$ cat config.mk
export PLATFORM = sky130hd
export DESIGN_NAME = sram_arbiter
export DESIGN_NICKNAME = d
export VERILOG_FILES = /design/src/rtl/sram_arbiter.sv
export SDC_FILE = /design/constraint.sdc
export NUM_CORES = 1
export LEC_CHECK = 0
export ABC_AREA = 1
export CAP_MARGIN = 20
export CELL_PAD_IN_SITES_DETAIL_PLACEMENT = 1
export CELL_PAD_IN_SITES_GLOBAL_PLACEMENT = 1
export CORE_MARGIN = 1
export CORE_UTILIZATION = 28
export DETAILED_ROUTE_END_ITERATION = 8
export PLACE_DENSITY_LB_ADDON = 0.1
export SYNTH_ARGS = -nofsm -noshare
export SYNTH_HDL_FRONTEND = slang
export SYNTH_SLANG_ARGS = --single-unit
$ cat constraint.sdc
create_clock -name clk -period 2.1 [get_ports clk]
set_clock_uncertainty 0.05 [all_clocks]
set_input_delay 0.21 -clock clk [delete_from_list [all_inputs] [get_ports clk]]
set_output_delay 0.21 -clock clk [all_outputs]
set_load 0.1 [all_outputs]
$ cat src/rtl/sram_arbiter.sv
// Two-port (instruction fetch / data) arbiter onto a single external word SRAM.
// One transaction at a time; round-robin on contention; all SRAM pins and acks registered.
module sram_arbiter #(
    parameter int WAIT_CYCLES = 1
) (
    input  logic        clk,
    input  logic        rst,
    input  logic        i_req,
    input  logic [31:0] i_addr,
    output logic [31:0] i_rdata,
    output logic        i_ack,
    input  logic        d_req,
    input  logic [3:0]  d_we,
    input  logic [31:0] d_addr,
    input  logic [31:0] d_wdata,
    output logic [31:0] d_rdata,
    output logic        d_ack,
    output logic [19:0] sram_addr,
    output logic        sram_ce_n,
    output logic        sram_oe_n,
    output logic        sram_we_n,
    output logic [3:0]  sram_be_n,
    output logic [31:0] sram_dq_o,
    output logic        sram_dq_oe,
    input  logic [31:0] sram_dq_i,
    output logic        stall_if,
    output logic        stall_mem
);

    typedef enum logic [1:0] {
        IDLE   = 2'd0,
        ACCESS = 2'd1,
        ACK    = 2'd2
    } state_t;

    localparam logic [2:0] CNT_LAST = 3'(WAIT_CYCLES);

    state_t      state_q, state_d;
    logic [2:0]  cnt_q, cnt_d;
    logic        last_grant_q, last_grant_d;   // 0 = I port, 1 = D port
    logic        owner_q, owner_d;
    logic [3:0]  we_q, we_d;
    logic [31:0] i_rdata_q, i_rdata_d;
    logic [31:0] d_rdata_q, d_rdata_d;
    logic        i_ack_q, i_ack_d;
    logic        d_ack_q, d_ack_d;
    logic [19:0] sram_addr_q, sram_addr_d;
    logic        sram_ce_n_q, sram_ce_n_d;
    logic        sram_oe_n_q, sram_oe_n_d;
    logic        sram_we_n_q, sram_we_n_d;
    logic [3:0]  sram_be_n_q, sram_be_n_d;
    logic [31:0] sram_dq_o_q, sram_dq_o_d;
    logic        sram_dq_oe_q, sram_dq_oe_d;

    logic        grant_d_port;
    logic [31:0] sel_addr;
    logic [3:0]  sel_we;
    logic [31:0] sel_wdata;

    // On contention, the port that did not win last time gets the SRAM.
    assign grant_d_port = d_req & (~i_req | ~last_grant_q);
    assign sel_addr     = grant_d_port ? d_addr  : i_addr;
    assign sel_we       = grant_d_port ? d_we    : 4'b0000;
    assign sel_wdata    = grant_d_port ? d_wdata : 32'h0;

    always_comb begin
        state_d      = state_q;
        cnt_d        = cnt_q;
        last_grant_d = last_grant_q;
        owner_d      = owner_q;
        we_d         = we_q;
        i_rdata_d    = i_rdata_q;
        d_rdata_d    = d_rdata_q;
        i_ack_d      = 1'b0;
        d_ack_d      = 1'b0;
        sram_addr_d  = sram_addr_q;
        sram_ce_n_d  = sram_ce_n_q;
        sram_oe_n_d  = sram_oe_n_q;
        sram_we_n_d  = sram_we_n_q;
        sram_be_n_d  = sram_be_n_q;
        sram_dq_o_d  = sram_dq_o_q;
        sram_dq_oe_d = sram_dq_oe_q;

        case (state_q)
            IDLE: begin
                if (i_req | d_req) begin
                    state_d     = ACCESS;
                    cnt_d       = 3'd0;
                    owner_d     = grant_d_port;
                    we_d        = sel_we;
                    sram_addr_d = sel_addr[21:2];
                    sram_ce_n_d = 1'b0;
                    if (sel_we != 4'b0000) begin
                        sram_oe_n_d  = 1'b1;
                        sram_we_n_d  = 1'b0;
                        sram_be_n_d  = ~sel_we;
                        sram_dq_oe_d = 1'b1;
                        sram_dq_o_d  = sel_wdata;
                    end else begin
                        sram_oe_n_d  = 1'b0;
                        sram_we_n_d  = 1'b1;
                        sram_be_n_d  = 4'b0000;
                        sram_dq_oe_d = 1'b0;
                        sram_dq_o_d  = 32'h0;
                    end
                end
            end
            ACCESS: begin
                if (cnt_q == CNT_LAST) begin
                    // Strobes drop and ack rises together as the FSM enters ACK.
                    state_d      = ACK;
                    last_grant_d = owner_q;
                    if (we_q == 4'b0000) begin
                        if (owner_q) d_rdata_d = sram_dq_i;
                        else         i_rdata_d = sram_dq_i;
                    end
                    i_ack_d      = ~owner_q;
                    d_ack_d      = owner_q;
                    sram_ce_n_d  = 1'b1;
                    sram_oe_n_d  = 1'b1;
                    sram_we_n_d  = 1'b1;
                    sram_be_n_d  = 4'b1111;
                    sram_dq_oe_d = 1'b0;
                end else begin
                    cnt_d = cnt_q + 3'd1;
                end
            end
            ACK: begin
                state_d = IDLE;
            end
            default: begin
                state_d = IDLE;
            end
        endcase
    end

    always_ff @(posedge clk) begin
        if (rst) begin
            state_q      <= IDLE;
            cnt_q        <= 3'd0;
            last_grant_q <= 1'b0;
            owner_q      <= 1'b0;
            we_q         <= 4'b0000;
            i_rdata_q    <= 32'h0;
            d_rdata_q    <= 32'h0;
            i_ack_q      <= 1'b0;
            d_ack_q      <= 1'b0;
            sram_addr_q  <= 20'h0;
            sram_ce_n_q  <= 1'b1;
            sram_oe_n_q  <= 1'b1;
            sram_we_n_q  <= 1'b1;
            sram_be_n_q  <= 4'b1111;
            sram_dq_o_q  <= 32'h0;
            sram_dq_oe_q <= 1'b0;
        end else begin
            state_q      <= state_d;
            cnt_q        <= cnt_d;
            last_grant_q <= last_grant_d;
            owner_q      <= owner_d;
            we_q         <= we_d;
            i_rdata_q    <= i_rdata_d;
            d_rdata_q    <= d_rdata_d;
            i_ack_q      <= i_ack_d;
            d_ack_q      <= d_ack_d;
            sram_addr_q  <= sram_addr_d;
            sram_ce_n_q  <= sram_ce_n_d;
            sram_oe_n_q  <= sram_oe_n_d;
            sram_we_n_q  <= sram_we_n_d;
            sram_be_n_q  <= sram_be_n_d;
            sram_dq_o_q  <= sram_dq_o_d;
            sram_dq_oe_q <= sram_dq_oe_d;
        end
    end

    assign i_rdata    = i_rdata_q;
    assign i_ack      = i_ack_q;
    assign d_rdata    = d_rdata_q;
    assign d_ack      = d_ack_q;
    assign sram_addr  = sram_addr_q;
    assign sram_ce_n  = sram_ce_n_q;
    assign sram_oe_n  = sram_oe_n_q;
    assign sram_we_n  = sram_we_n_q;
    assign sram_be_n  = sram_be_n_q;
    assign sram_dq_o  = sram_dq_o_q;
    assign sram_dq_oe = sram_dq_oe_q;
    assign stall_if   = i_req & ~i_ack_q;
    assign stall_mem  = d_req & ~d_ack_q;

    // Byte-offset and above-window address bits have no meaning for a word SRAM.
    logic unused_addr_bits;
    assign unused_addr_bits = ^{i_addr[31:22], i_addr[1:0], d_addr[31:22], d_addr[1:0]};

endmodule

; ---- After elaboration in Yosys (flattened, before gate mapping)
; Index checks and enable logic that the tools add are counted.
[word_totals]
register_bits = 137
in_bits = 136
out_inout_bits = 128
word_cells = 72
[op_classes]
addsub = 1
eq_ne = 5
mux = 25
bitwise = 13
n_reduce_logical = 12
[op_table]
columns = operator, n
row1 = 32-bit 2-to-1 mux, 2
row2 = 22-bit 2-to-1 mux, 1
row3 = 4-bit 2-to-1 mux, 4
row4 = 1-bit case mux with 2 select lines, 4
row5 = 4-bit case mux with 2 select lines, 1
row6 = 4-bit AND reduction, 2
row7 = 1-bit 2-to-1 mux, 7
row8 = 1-bit NOT, 7
row9 = 3-bit 2-to-1 mux, 2
row10 = 2-bit inequality test (second input constant), 3
row11 = 3-bit case mux with 2 select lines, 1
row12 = 2-bit AND reduction, 3
row13 = 3-bit AND reduction, 2
row14 = 4-bit zero test, 1
row15 = 2-bit 2-to-1 mux, 2
row16 = 4-bit NOT, 1
row17 = 2-bit case mux with 2 select lines, 1
row18 = 4-bit nonzero test, 1
row19 = 3-bit by 1-bit adder with 3-bit output (second input constant), 1
row20 = 1-bit AND, 3
row21 = 3-bit by 1-bit == test with 1-bit output (second input constant), 1
row22 = 3-bit OR reduction, 1
row23 = 2-bit by 1-bit == test with 1-bit output (second input constant), 1
row24 = 2-bit zero test, 1
row25 = 2 further kinds, 3

; ---- Logic depth before layout (Yosys ltp)
; Gate-level depths: netlist of run 1.
[logic_depth]
depth_word = 8
ltp_mapped = 11
ltp_nobuf = 11

; ---- Worst setup path before layout of run 1
; OpenSTA, ideal clock, no wires.
[synth_path]
kind = flip-flop to output port
from = reg i_ack_q, in the netlist i_ack
to = out stall_if
t_arrival_ns = 2.047
required_ns = 1.840
setup_slack_ns = -0.207
stages_incl_launch_ff = 2
path_buffers = 0
cell_sequence = dfxtp_1 > nor2_1
[synth_via]
elab_chain_len = 2
[synth_lines]
columns = item, line_no
row1 = "start, declared", 45  ; logic i_ack_q, i_ack_d;
row2 = "start signal, assigned", 163  ; i_ack_q <= i_ack_d;
row3 = 1-bit NOT, 186  ; assign stall_if = i_req & ~i_ack_q;
row4 = 1-bit AND, 186
row5 = "end, declared", 26  ; output logic stall_if,
; Every way passes these cells.

; ---- Final worst setup path of run 1
[layout_path]
from = reg cnt_q[1]
to = reg sram_we_n_q, in the netlist sram_we_n
[layout_via]
elab_chain_len = 3
[layout_lines]
columns = item, line_no
row1 = "start, declared", 39  ; logic [2:0] cnt_q, cnt_d;
row2 = "start signal, assigned", 157  ; cnt_q <= cnt_d;
row3 = 3-bit by 1-bit == test with 1-bit output, 109  ; if (cnt_q == CNT_LAST) begin
row4 = 2-bit inequality test (no source line), --
row5 = 3-bit AND reduction (no source line), --
row6 = "end signal, assigned", 168  ; sram_we_n_q <= sram_we_n_d;
row7 = "end, declared", 50  ; logic sram_we_n_q, sram_we_n_d;
; Every way passes these cells.
; A chain may end at the register's enable or synchronous reset.

==> summary.txt, run 1 <==
Mapped Nets -> 897
vias in the first global route -> 5560
Power per Cell Area -> 963 nW/um^2
synthesized area per cell -> 7.18 sq um
fin crit period -> 1.67 ns
Fillers -> 2347
die area -> 20000 sq um
slowest cell on the critical path -> dfxtp_1
Post-Route WL -> 17100 microns
post-cts resize count -> 0
final hold violation count -> 0
dpl cells -> 1231
Reg clk slew, reported paths -> 0.07 ns
Final Util -> 44.7%
top-area cell type share of the netlist area -> 50.3%
maximum root-to-sink buffer count -> 2
Power, Total -> 8.12 mW
flop2flop setup slack -> 0.43 ns
drt via density -> 4.29
routability cong. -> 0.703
cell repeated most along the worst path -> nand2_1
Seq/Total Area, Yosys -> 50.3%
RSZ-0062 raised after global routing -> no
crit end category -> register
Syn Inst Count -> 759
top post-synthesis cells by area -> dfxtp_1 (50%), nand2_1 (15%), nor2_1 (11%), nand3_1 (6.5%), o21ai_0 (3.9%)
Post-Synth XOR/XNOR Area -> 0%
Initial Util -> 28.9%
WL per Instance -> 13.5 microns
simple-gate share of the synthesized area -> 35.4%
clk_lat worst skew -> 0.41 ns
Final Non-Filler Cells -> 1263
Compound-Gate Fraction of Synth Area -> 5.10%
status -> finished clean
Slew @ Worst Pin -> 0.448 ns
IO Count -> 264
Post-Synth Adder-Cell Area -> 0.459%
core area -> 18900 sq um
drt pass-1 iters -> 4
DR iter-0 viols -> 117
Worst Path Class, Setup -> reg2reg
Post-synth EDFFs -> 0
ys async rst share -> 0%
cts bufs inserted -> 17
largest family of logic cells by synthesized area -> simple AND/OR/NAND/NOR gates
mux cell area share after synthesis -> 0%
setup TNS -> 0 ns
antenna violations before repair -> 0
Layout Nets -> 1128
number of H-tree levels -> 4
Hold-fix buffers, CTS -> 0
CP required -> 2.34 ns
share of layout cells above drive strength 1 -> 19.2%
Synth area leader -> dfxtp_1
CTS root buf -> clkbuf_16
Max Cap Violations -> 0
delay of the slowest critical-path stage -> 0.35 ns
crit path cell chain -> inv_1 -> ha_1 -> nand2_2 -> inv_1 -> nand2_2 -> nand2_1 -> or2_2 -> nand2_1 -> nand2_1
port bufs -> 239
dpl cell area -> 7810 sq um
setup violators final -> 0
#FFs+latches synth -> 137
first-pass GRT wire length -> 27600 microns
synthesized cell area -> 5450 sq um
hpwl dp -> 12000 microns
n_diodes -> 0
post-CTS setup buffer count -> 0
via count -> 5422
CTS tree -> built
post-route cell area -> 8440 sq um
Fmax achieved -> 599 MHz
Slew Limit Fails -> 0
Max VDD drop -> 547 uV
Crit Path Max Fanout -> 7
gr ovfl total -> 0
# DRC -> 0
Die Y-Extent -> 142 microns
CP Buf/Inv Count -> 2
area added between synthesis and finish -> 54.8%
FP Rows -> 50
startpoint type of the worst setup path -> register
synth unique cells -> 27
die width -> 142 microns
critical path data arrival time -> 1.91 ns
Syn. warnings -> 0
Min-Delay Path Class -> in2reg
clock tree sinks -> 137
Routed Antenna Nets -> 0
largest net degree at the start of global routing -> 73
top_reg_cell synth -> dfxtp_1
Worst slew margin -> 69.8%
period utilisation layout -> 79.5%
All-Layer GR Usage -> 17.6%
P_leak -> 3.95 nW
CP top delay family -> simple AND/OR/NAND/NOR gates
## layout by cell type (no fill, tap or decap), types with 5 or more instances in the layout
| master | netlist | layout |
|---|---|---|
| inv_1 | 53 | 53 |
| nor2_1 | 162 | 159 |
| buf_12 | 0 | 9 |
| clkdlybuf4s50_1 | 0 | 111 |
| dfxtp_1 | 137 | 137 |
| o21ai_0 | 43 | 43 |
| a21oi_1 | 5 | 5 |
| clkbuf_16 | 0 | 17 |
| buf_4 | 1 | 133 |
| nand3_1 | 71 | 71 |
| nand2_1 | 223 | 223 |
## final cells by class
cell class / instances / area, sq um / share of cell area [%]
multi-input combinational: 525 / 2240 / 26.6
tap: 260 / 325 / 3.86
clock inverter: 14 / 196 / 2.33
inverter: 56 / 211 / 2.51
timing repair buffer: 253 / 2290 / 27.1
clock buffer: 18 / 429 / 5.09
sequential: 137 / 2740 / 32.5
## cells in the mapped netlist (2+ instances only)
cell and n:
a21oi_1 5, buf_1 7, buf_2 15, buf_6 12, clkbuf_1 6, dfxtp_1 137
ha_1 2, inv_1 53, inv_2 2, nand2_1 223, nand2_2 2, nand2_4 2
nand3_1 71, nor2_1 162, nor2_2 2, nor2_4 2, o21ai_0 43, o21ai_1 4
## final timing paths
path                 startpoint             to  depth (start not counted)
hold reg to reg   sram_dq_o[29]  sram_dq_o[29]                          2
hold / removal      d_wdata[15]  sram_dq_o[15]                          3
setup / recovery       cnt_q[1]      sram_we_n                          9
setup reg to reg       cnt_q[1]      sram_we_n                          9
## cells by family after synthesis
logic type,after synthesis
buffers and inverters,97
adder cells (fa/ha/maj),2
AO/OA/AOI/OAI,54
AND/OR/NAND/NOR,469
flip-flops,137
## power by group
part | leakage [nW] | switching, mW | total [mW] | internal [mW]
Clock | 0.297 | 1.18 | 3.17 | 2.00
Sequential | 1.12 | 0.0886 | 2.84 | 2.76
Combinational | 2.53 | 1.55 | 2.11 | 0.561
Total | 3.95 | 2.81 | 8.12 | 5.31
## worst register-to-register path: cells and delay by family (launching register included)
kind,cells,cell delay (ns)
DFF,1,0.35
buffers and inverters,2,0.12
and+or+nand+nor,6,0.85
adders and majority gates,1,0.18
## state kept, by name, summed over array words and instances (netlist names), 2 cells and up
signal     flops
we_q           4
i_rdata       32
sram_dq_o     32
cnt_q          3
sram_be_n      4
d_rdata       32
state_q        2
sram_addr     20
## per-layer routing
layer / wire length, microns / GRT usage, % / vias up
met4: 229 / 6.96 / 0
li1: - / - / 2798
met2: 8000 / 28.9 / 153
met5: 0 / 0 / -
met3: 1190 / 6.01 / 15
met1: 7640 / 21.0 / 2456
## through the flow
step	hold slack, ns	setup slack, ns
6_report	0.302	0.431
2_1_floorplan	0.291	0.246
3_3_place_gp	0.382	0.218
3_5_place_dp	0.396	0.211
4_1_cts	0.281	0.399
5_1_grt	0.294	0.211
Power figures use the tool's default switching activity.
==> run 2: changes to the inputs <==
- CORE_UTILIZATION: 28 -> 25
- clock period: 2.1 -> 1.4 ns (I/O delays scaled with it)
==> run 2 against run 1 <==
Effect of this change:
- the flow now finishes with violations (setup timing)
- core utilization grew 5.2 points
- first-iteration DRC count grew 3.4%
- global-route usage decreased by 0.65 points
- sequential share of layout area decreased by 6.5 points
- register-to-register slack lost 0.48 ns
- setup slack lost 0.48 ns
- worst hold slack got worse by 0.074 ns
- clock power up 49%
- combinational power rose by 89%
- count of clock-buffer cells in the layout up 1
- cell area grew 25%
- critical path depth rose by 1
==> summary.txt, run 2 (synthesized netlist as in run 1, its figures left out) <==
Final Non-Filler Cells -> 1320 (+4.5%)
Layout Nets -> 1171 (+3.8%)
Power Internal -> 8.66 mW (+63%)
setup violators final -> 64 (+64)
area added between synthesis and finish -> 94.2%
drt pass-1 iters -> 4 (unchanged)
Worst Path Class, Setup -> reg2reg
All-Layer GR Usage -> 16.9% (-0.65 points)
port bufs -> 239 (unchanged)
P_sw -> 4.42 mW (+57%)
hold-critical path depth -> 3 (unchanged)
Comb pwr share -> 30.5% (+4.6 points)
antenna violations before repair -> 0 (unchanged)
final hold violation count -> 0 (unchanged)
cts bufs inserted -> 17 (unchanged)
CTS tree -> built
P_leak -> 4.62 nW (+17%)
FP Rows -> 53 (+6.0%)
R2R cell count -> 10 (+1)
worst r2r dst -> i_rdata[1]
Worst slew margin -> 75.3% (+5.5 points)
Max VDD drop -> 833 uV (+52%)
Register Area -> 2750 sq um (+0.23%)
Post-Route WL -> 19400 microns (+14%)
IO Count -> 264 (unchanged)
clk_lat worst skew -> 0.41 ns (about the same)
die area -> 22400 sq um (+12%)
vias in the first global route -> 5800 (+4.3%)
critical path data arrival time -> 1.75 ns (-0.16 ns)
period utilisation layout -> 104% (+24 points)
final setup margin -> -0.0532 ns (-0.485 ns)
CTS root buf -> clkbuf_16
DR iter-0 viols -> 121 (+3.4%)
crit end category -> register
Crit Path Max Fanout -> 8 (+1)
violated checks -> setup timing
Fmax achieved -> 688 MHz (+15%)
maximum root-to-sink buffer count -> 2 (unchanged)
Die Y-Extent -> 150 microns (+5.7%)
multi-input logic area -> 2330 sq um (+3.7%)
Routed Antenna Nets -> 0 (unchanged)
commonest cells after routing, fill and taps aside -> nand2_1 (218), nor2_1 (157), buf_12 (140)
gr ovfl total -> 0 (unchanged)
flop2flop setup slack -> -0.05 ns (-0.48 ns)
Seq pwr share -> 33.5% (-1.5 points)
Power per Cell Area -> 1240 nW/um^2 (+28%)
clock tree sinks -> 137 (unchanged)
# DRC -> 0 (unchanged)
RSZ-0062 raised after global routing -> yes
WL per Instance -> 14.7 microns (+8.6%)
Sw Share -> 33.8% (-0.80 points)
most common cell after layout, fill and taps aside -> nand2_1
status -> finished with violations
Max Cap Violations -> 0 (unchanged)
Fillers -> 2410 (+2.7%)
Slew Limit Fails -> 0 (unchanged)
routability cong. -> 0.713 (+1.3%)
die width -> 150 microns (+5.7%)
worst hold start -> d_wdata[10]
RR Startpoint -> cnt_q[1]
hpwl dp -> 13200 microns (+9.5%)
Initial Util -> 25.7% (-3.2 points)
n_diodes -> 0 (unchanged)
dpl cells -> 1273 (+3.4%)
first-pass GRT wire length -> 29400 microns (+6.8%)
via count -> 5630 (+3.8%)
Min-Delay Path Class -> in2reg
Reg clk slew, reported paths -> 0.06 ns (about the same)
Final Util -> 49.9% (+5.2 points)
share of layout cells above drive strength 1 -> 24.0% (+4.8 points)
clock power share -> 36.0% (-3.0 points)
Slew @ Worst Pin -> 0.370 ns (-0.0777 ns)
fin crit period -> 1.45 ns (-0.215 ns)
Hold-fix buffers, CTS -> 0 (unchanged)
hold-critical path endpoint -> sram_dq_o[10]
largest net degree at the start of global routing -> 33 (-55%)
drt via density -> 4.27 (-0.65%)
CP required -> 1.70 ns (-0.64 ns)
startpoint type of the worst setup path -> register
core area -> 21200 sq um (+12%)
number of H-tree levels -> 4 (unchanged)
dpl ws -> -0.449 ns (-0.660 ns)
## run 2: cell types whose count changed in the layout (fill, tap and decap cells not counted), moves of 3 or more
cell | previous run | this run
nor2_4 | 3 | 7
inv_1 | 53 | 50
o21ai_1 | 4 | 7
buf_12 | 9 | 140
buf_4 | 133 | 37
clkbuf_16 | 17 | 22
nand2_1 | 223 | 218
o21ai_0 | 43 | 39
dfxtp_2 | 0 | 5
dfxtp_1 | 137 | 132
nand2_4 | 2 | 5
## run 2: per-stage QoR
stage	power [mW]	cell area [sq um]	TNS (ns)	hold WS, ns
final	13.1	10600	-1.68	0.228
after global routing	13.6	10600	-8.52	0.234
after CTS	13.1	10400	-1.68	0.211
after detailed placement	8.32	9690	-32.36	0.391
after global placement	8.29	9690	-27.47	0.382
after floorplan	6.61	5500	-0.472	0.221
## run 2: critical path, stage by stage (launching register included)
cell       delay (ns)
dfxtp_2          0.32
inv_2            0.06
ha_4             0.12
nand2_4          0.05
inv_2            0.10
nand2_4          0.08
nor3_4           0.15
buf_12           0.15
clkbuf_16        0.16
nor2_1           0.05
nor2_1           0.09
## run 2: power groups by stage
stage,logic (mW),registers (mW),clock network [mW]
6_report,3.99,4.39,4.71
5_1_grt,4.20,4.42,5.01
4_1_cts,3.90,4.39,4.86
3_5_place_dp,3.85,4.47,0
3_3_place_gp,3.83,4.46,0
2_1_floorplan,0.759,5.85,0
## run 2: metal layers
| layer | vias to the layer above | GRT usage (%) | part of all wire (%) |
|---|---|---|---|
| met3 | 14 | 7.26 | 8.8 |
| met1 | 2566 | 19.6 | 42 |
| met4 | 0 | 5.25 | 1.0 |
| li1 | 2888 | - | - |
| met2 | 162 | 28.1 | 48 |
| met5 | - | 0 | 0 |
## run 2: final cells by class
class                      instances  share of cell area, %
tap                              275                   3.25
inverter                          56                   2.03
multi-input combinational        526                   22.0
clock buffer                      19                   4.09
clock inverter                    12                   1.67
sequential                       137                   26.0
timing repair buffer             295                   41.0
## run 2: worst max-delay path by stage
stage	startpoint	end	slack, ns
floorplan	cnt_q[0]	d_rdata[10]	-0.02
global placement	i_req	sram_addr[1]	-0.35
detailed placement	i_req	we_q[2]	-0.45
CTS	cnt_q[1]	d_rdata[19]	-0.06
global route	cnt_q[1]	i_rdata[7]	-0.14
finish	cnt_q[1]	i_rdata[1]	-0.05
## run 2: what timing repair did
| action | CTS | global route |
|---|---|---|
| endpoints found under the setup margin | 91 | 112 |
| resized for setup | 6 | 14 |
| setup buffers | 3 | 6 |
| pin swaps | 4 | 4 |
| cloned | 1 | 6 |
==> run 3: changes to the inputs <==
- CTS_BUF_LIST: not set -> sky130_fd_sc_hd__clkbuf_8
==> run 3 against run 2 <==
Effect of this change:
- the flow still finishes with violations (setup timing)
- combinational power increased by 3%
- maximum frequency down 2.6%
- total power decreased by 8.1%
- global-route usage down 0.12 points
- non-clock buffer count increased by 8
- first-iteration DRC count is 4.1% higher
- via count increased by 0.76%
- register-to-register slack worse by 0.04 ns
- worst hold slack lost 0.028 ns
- final cell count rose by 0.61%
- sequential power is essentially flat
- critical endpoint is now i_rdata[27]
- largest cell class unchanged
==> summary.txt, run 3 (synthesized netlist as in run 1, its figures left out) <==
# DRC -> 0 (unchanged)
RSZ-0062 raised after global routing -> yes
gr ovfl total -> 0 (unchanged)
hold-critical path endpoint -> sram_dq_o[10]
Fmax achieved -> 670 MHz (-2.6%)
core area -> 21200 sq um (unchanged)
share of layout cells above drive strength 1 -> 27.9% (+3.9 points)
cell repeated most along the worst path -> nand2_4
IO Count -> 264 (unchanged)
clock power share -> 29.3% (-6.7 points)
critical path data arrival time -> 1.81 ns (+0.06 ns)
hold-critical path depth -> 3 (unchanged)
period utilisation layout -> 107% (+2.8 points)
Power Internal -> 7.67 mW (-11%)
Slew @ Worst Pin -> 0.435 ns (+0.0649 ns)
delay of the slowest critical-path stage -> 0.33 ns (about the same)
Max VDD drop -> 520 uV (-38%)
Die Y-Extent -> 150 microns (unchanged)
CTS root buf -> clkbuf_8
crit path cell chain -> inv_2 -> ha_4 -> nand2_4 -> inv_4 -> nand2_4 -> nor3_4 -> buf_6 -> clkbuf_16 -> nor2_4 -> nor2_1
commonest cells after routing, fill and taps aside -> nand2_1 (202), nor2_1 (142), buf_12 (142)
Reg clk slew, reported paths -> 0.08 ns (+0.02 ns)
Min-Delay Path Class -> in2reg
Post-Route WL -> 19900 microns (+2.6%)
routability cong. -> 0.713 (unchanged)
Worst slew margin -> 70.9% (-4.4 points)
via count -> 5673 (+0.76%)
worst r2r dst -> i_rdata[27]
P_leak -> 4.71 nW (+2.1%)
setup TNS -> -3.75 ns (-2.07 ns)
Crit Path Max Fanout -> 8 (unchanged)
die width -> 150 microns (unchanged)
startpoint type of the worst setup path -> register
final hold violation count -> 0 (unchanged)
FP Rows -> 53 (unchanged)
setup violators final -> 82 (+28%)
Final Util -> 50.7% (+0.78 points)
CP Buf/Inv Count -> 4 (unchanged)
clock tree sinks -> 137 (unchanged)
Power per Cell Area -> 1120 nW/um^2 (-9.5%)
Hold-fix buffers, CTS -> 0 (unchanged)
violated checks -> setup timing
final setup margin -> -0.0918 ns (-0.0385 ns)
Sw Share -> 36.2% (+2.4 points)
Initial Util -> 25.7% (unchanged)
P_sw -> 4.35 mW (-1.5%)
Worst Path Class, Setup -> reg2reg
Layout Nets -> 1179 (+0.68%)
Slew Limit Fails -> 0 (unchanged)
status -> finished with violations
DR iter-0 viols -> 126 (+4.1%)
first-pass GRT wire length -> 29200 microns (-0.82%)
dpl ws -> -0.449 ns (unchanged)
maximum root-to-sink buffer count -> 2 (unchanged)
Seq pwr share -> 36.5% (+3.0 points)
worst hold start -> d_wdata[10]
drt via density -> 4.27 (+0.16%)
Max Cap Violations -> 0 (unchanged)
drt pass-1 iters -> 4 (unchanged)
port bufs -> 239 (unchanged)
most common cell after layout, fill and taps aside -> nand2_1
All-Layer GR Usage -> 16.8% (-0.12 points)
slowest cell on the critical path -> dfxtp_2
CTS tree -> built
Comb pwr share -> 34.2% (+3.7 points)
WL per Instance -> 15.0 microns (+2.0%)
clk_lat worst skew -> 0.44 ns (+0.03 ns)
CP required -> 1.72 ns (+0.02 ns)
die area -> 22400 sq um (unchanged)
n_diodes -> 0 (unchanged)
crit end category -> register
cts bufs inserted -> 17 (unchanged)
Routed Antenna Nets -> 0 (unchanged)
number of H-tree levels -> 4 (unchanged)
area added between synthesis and finish -> 97.3%
CP top delay family -> simple AND/OR/NAND/NOR gates
antenna violations before repair -> 0 (unchanged)
vias in the first global route -> 5739 (-1.1%)
RR Startpoint -> cnt_q[1]
fin crit period -> 1.49 ns (+0.0385 ns)
Fillers -> 2393 (-0.71%)
R2R cell count -> 10 (unchanged)
largest net degree at the start of global routing -> 33 (unchanged)
hpwl dp -> 13200 microns (unchanged)
flop2flop setup slack -> -0.09 ns (-0.04 ns)
-- run 3: layer usage --
metal | global-route usage (%) | part of all wire [%] | vias up | wire length (microns)
met1 | 19.5 | 42 | 2588 | 8270
met5 | 0 | 0 | - | 0
met4 | 4.70 | 0.92 | 0 | 182
li1 | - | - | 2901 | -
met2 | 27.8 | 49 | 170 | 9680
met3 | 7.41 | 8.8 | 14 | 1750
-- run 3: how the worst max path moves through the flow --
stage,startpoint,endpoint,slack (ns),cells past startpoint
final,cnt_q[1],i_rdata[27],-0.09,10
after detailed placement,i_req,we_q[2],-0.45,7
after floorplan,cnt_q[0],d_rdata[10],-0.02,9
after global placement,i_req,sram_addr[1],-0.35,5
after global routing,cnt_q[1],i_rdata[27],-0.17,10
after CTS,cnt_q[1],d_rdata[6],-0.08,10
-- run 3: power groups by stage --
stage,sequential (mW),clock [mW],combinational (mW)
after floorplan,5.85,0,0.759
after global placement,4.46,0,3.83
after detailed placement,4.47,0,3.85
after CTS,4.38,3.66,3.89
after global routing,4.42,3.82,4.31
final,4.39,3.52,4.11
-- run 3: repair_timing --
action                     4_1_cts  5_1_grt
setup buffers                    1       12
resized for setup                6       93
hold endpoints to repair         0        0
pin swaps                        2       18
setup endpoints to repair       86      112
gates cloned                     1       11
-- run 3: final cells by class --
cell class	instances	area, sq um	share of cell area (%)
Clock buffer	17	234	2.18
Clock inverter	14	184	1.71
Inverter	56	218	2.02
Multi-Input combinational cell	526	2500	23.2
Sequential cell	137	2750	25.6
Tap cell	275	344	3.20
Timing Repair Buffer	303	4520	42.0
-- run 3: through the flow --
step / instances / power [mW] / hold slack, ns / instance area, sq um
2_1_floorplan: 759 / 6.61 / 0.221 / 5500
3_3_place_gp: 1273 / 8.29 / 0.382 / 9690
3_5_place_dp: 1273 / 8.32 / 0.391 / 9690
4_1_cts: 1306 / 11.9 / 0.164 / 10200
5_1_grt: 1328 / 12.6 / 0.186 / 10800
6_report: 1328 / 12.0 / 0.200 / 10800
-- run 3: tightest hold or removal path, stage by stage --
cell	delay, ns
clkdlybuf4s50_1	0.40
nand3_1	0.08
nand2_1	0.04
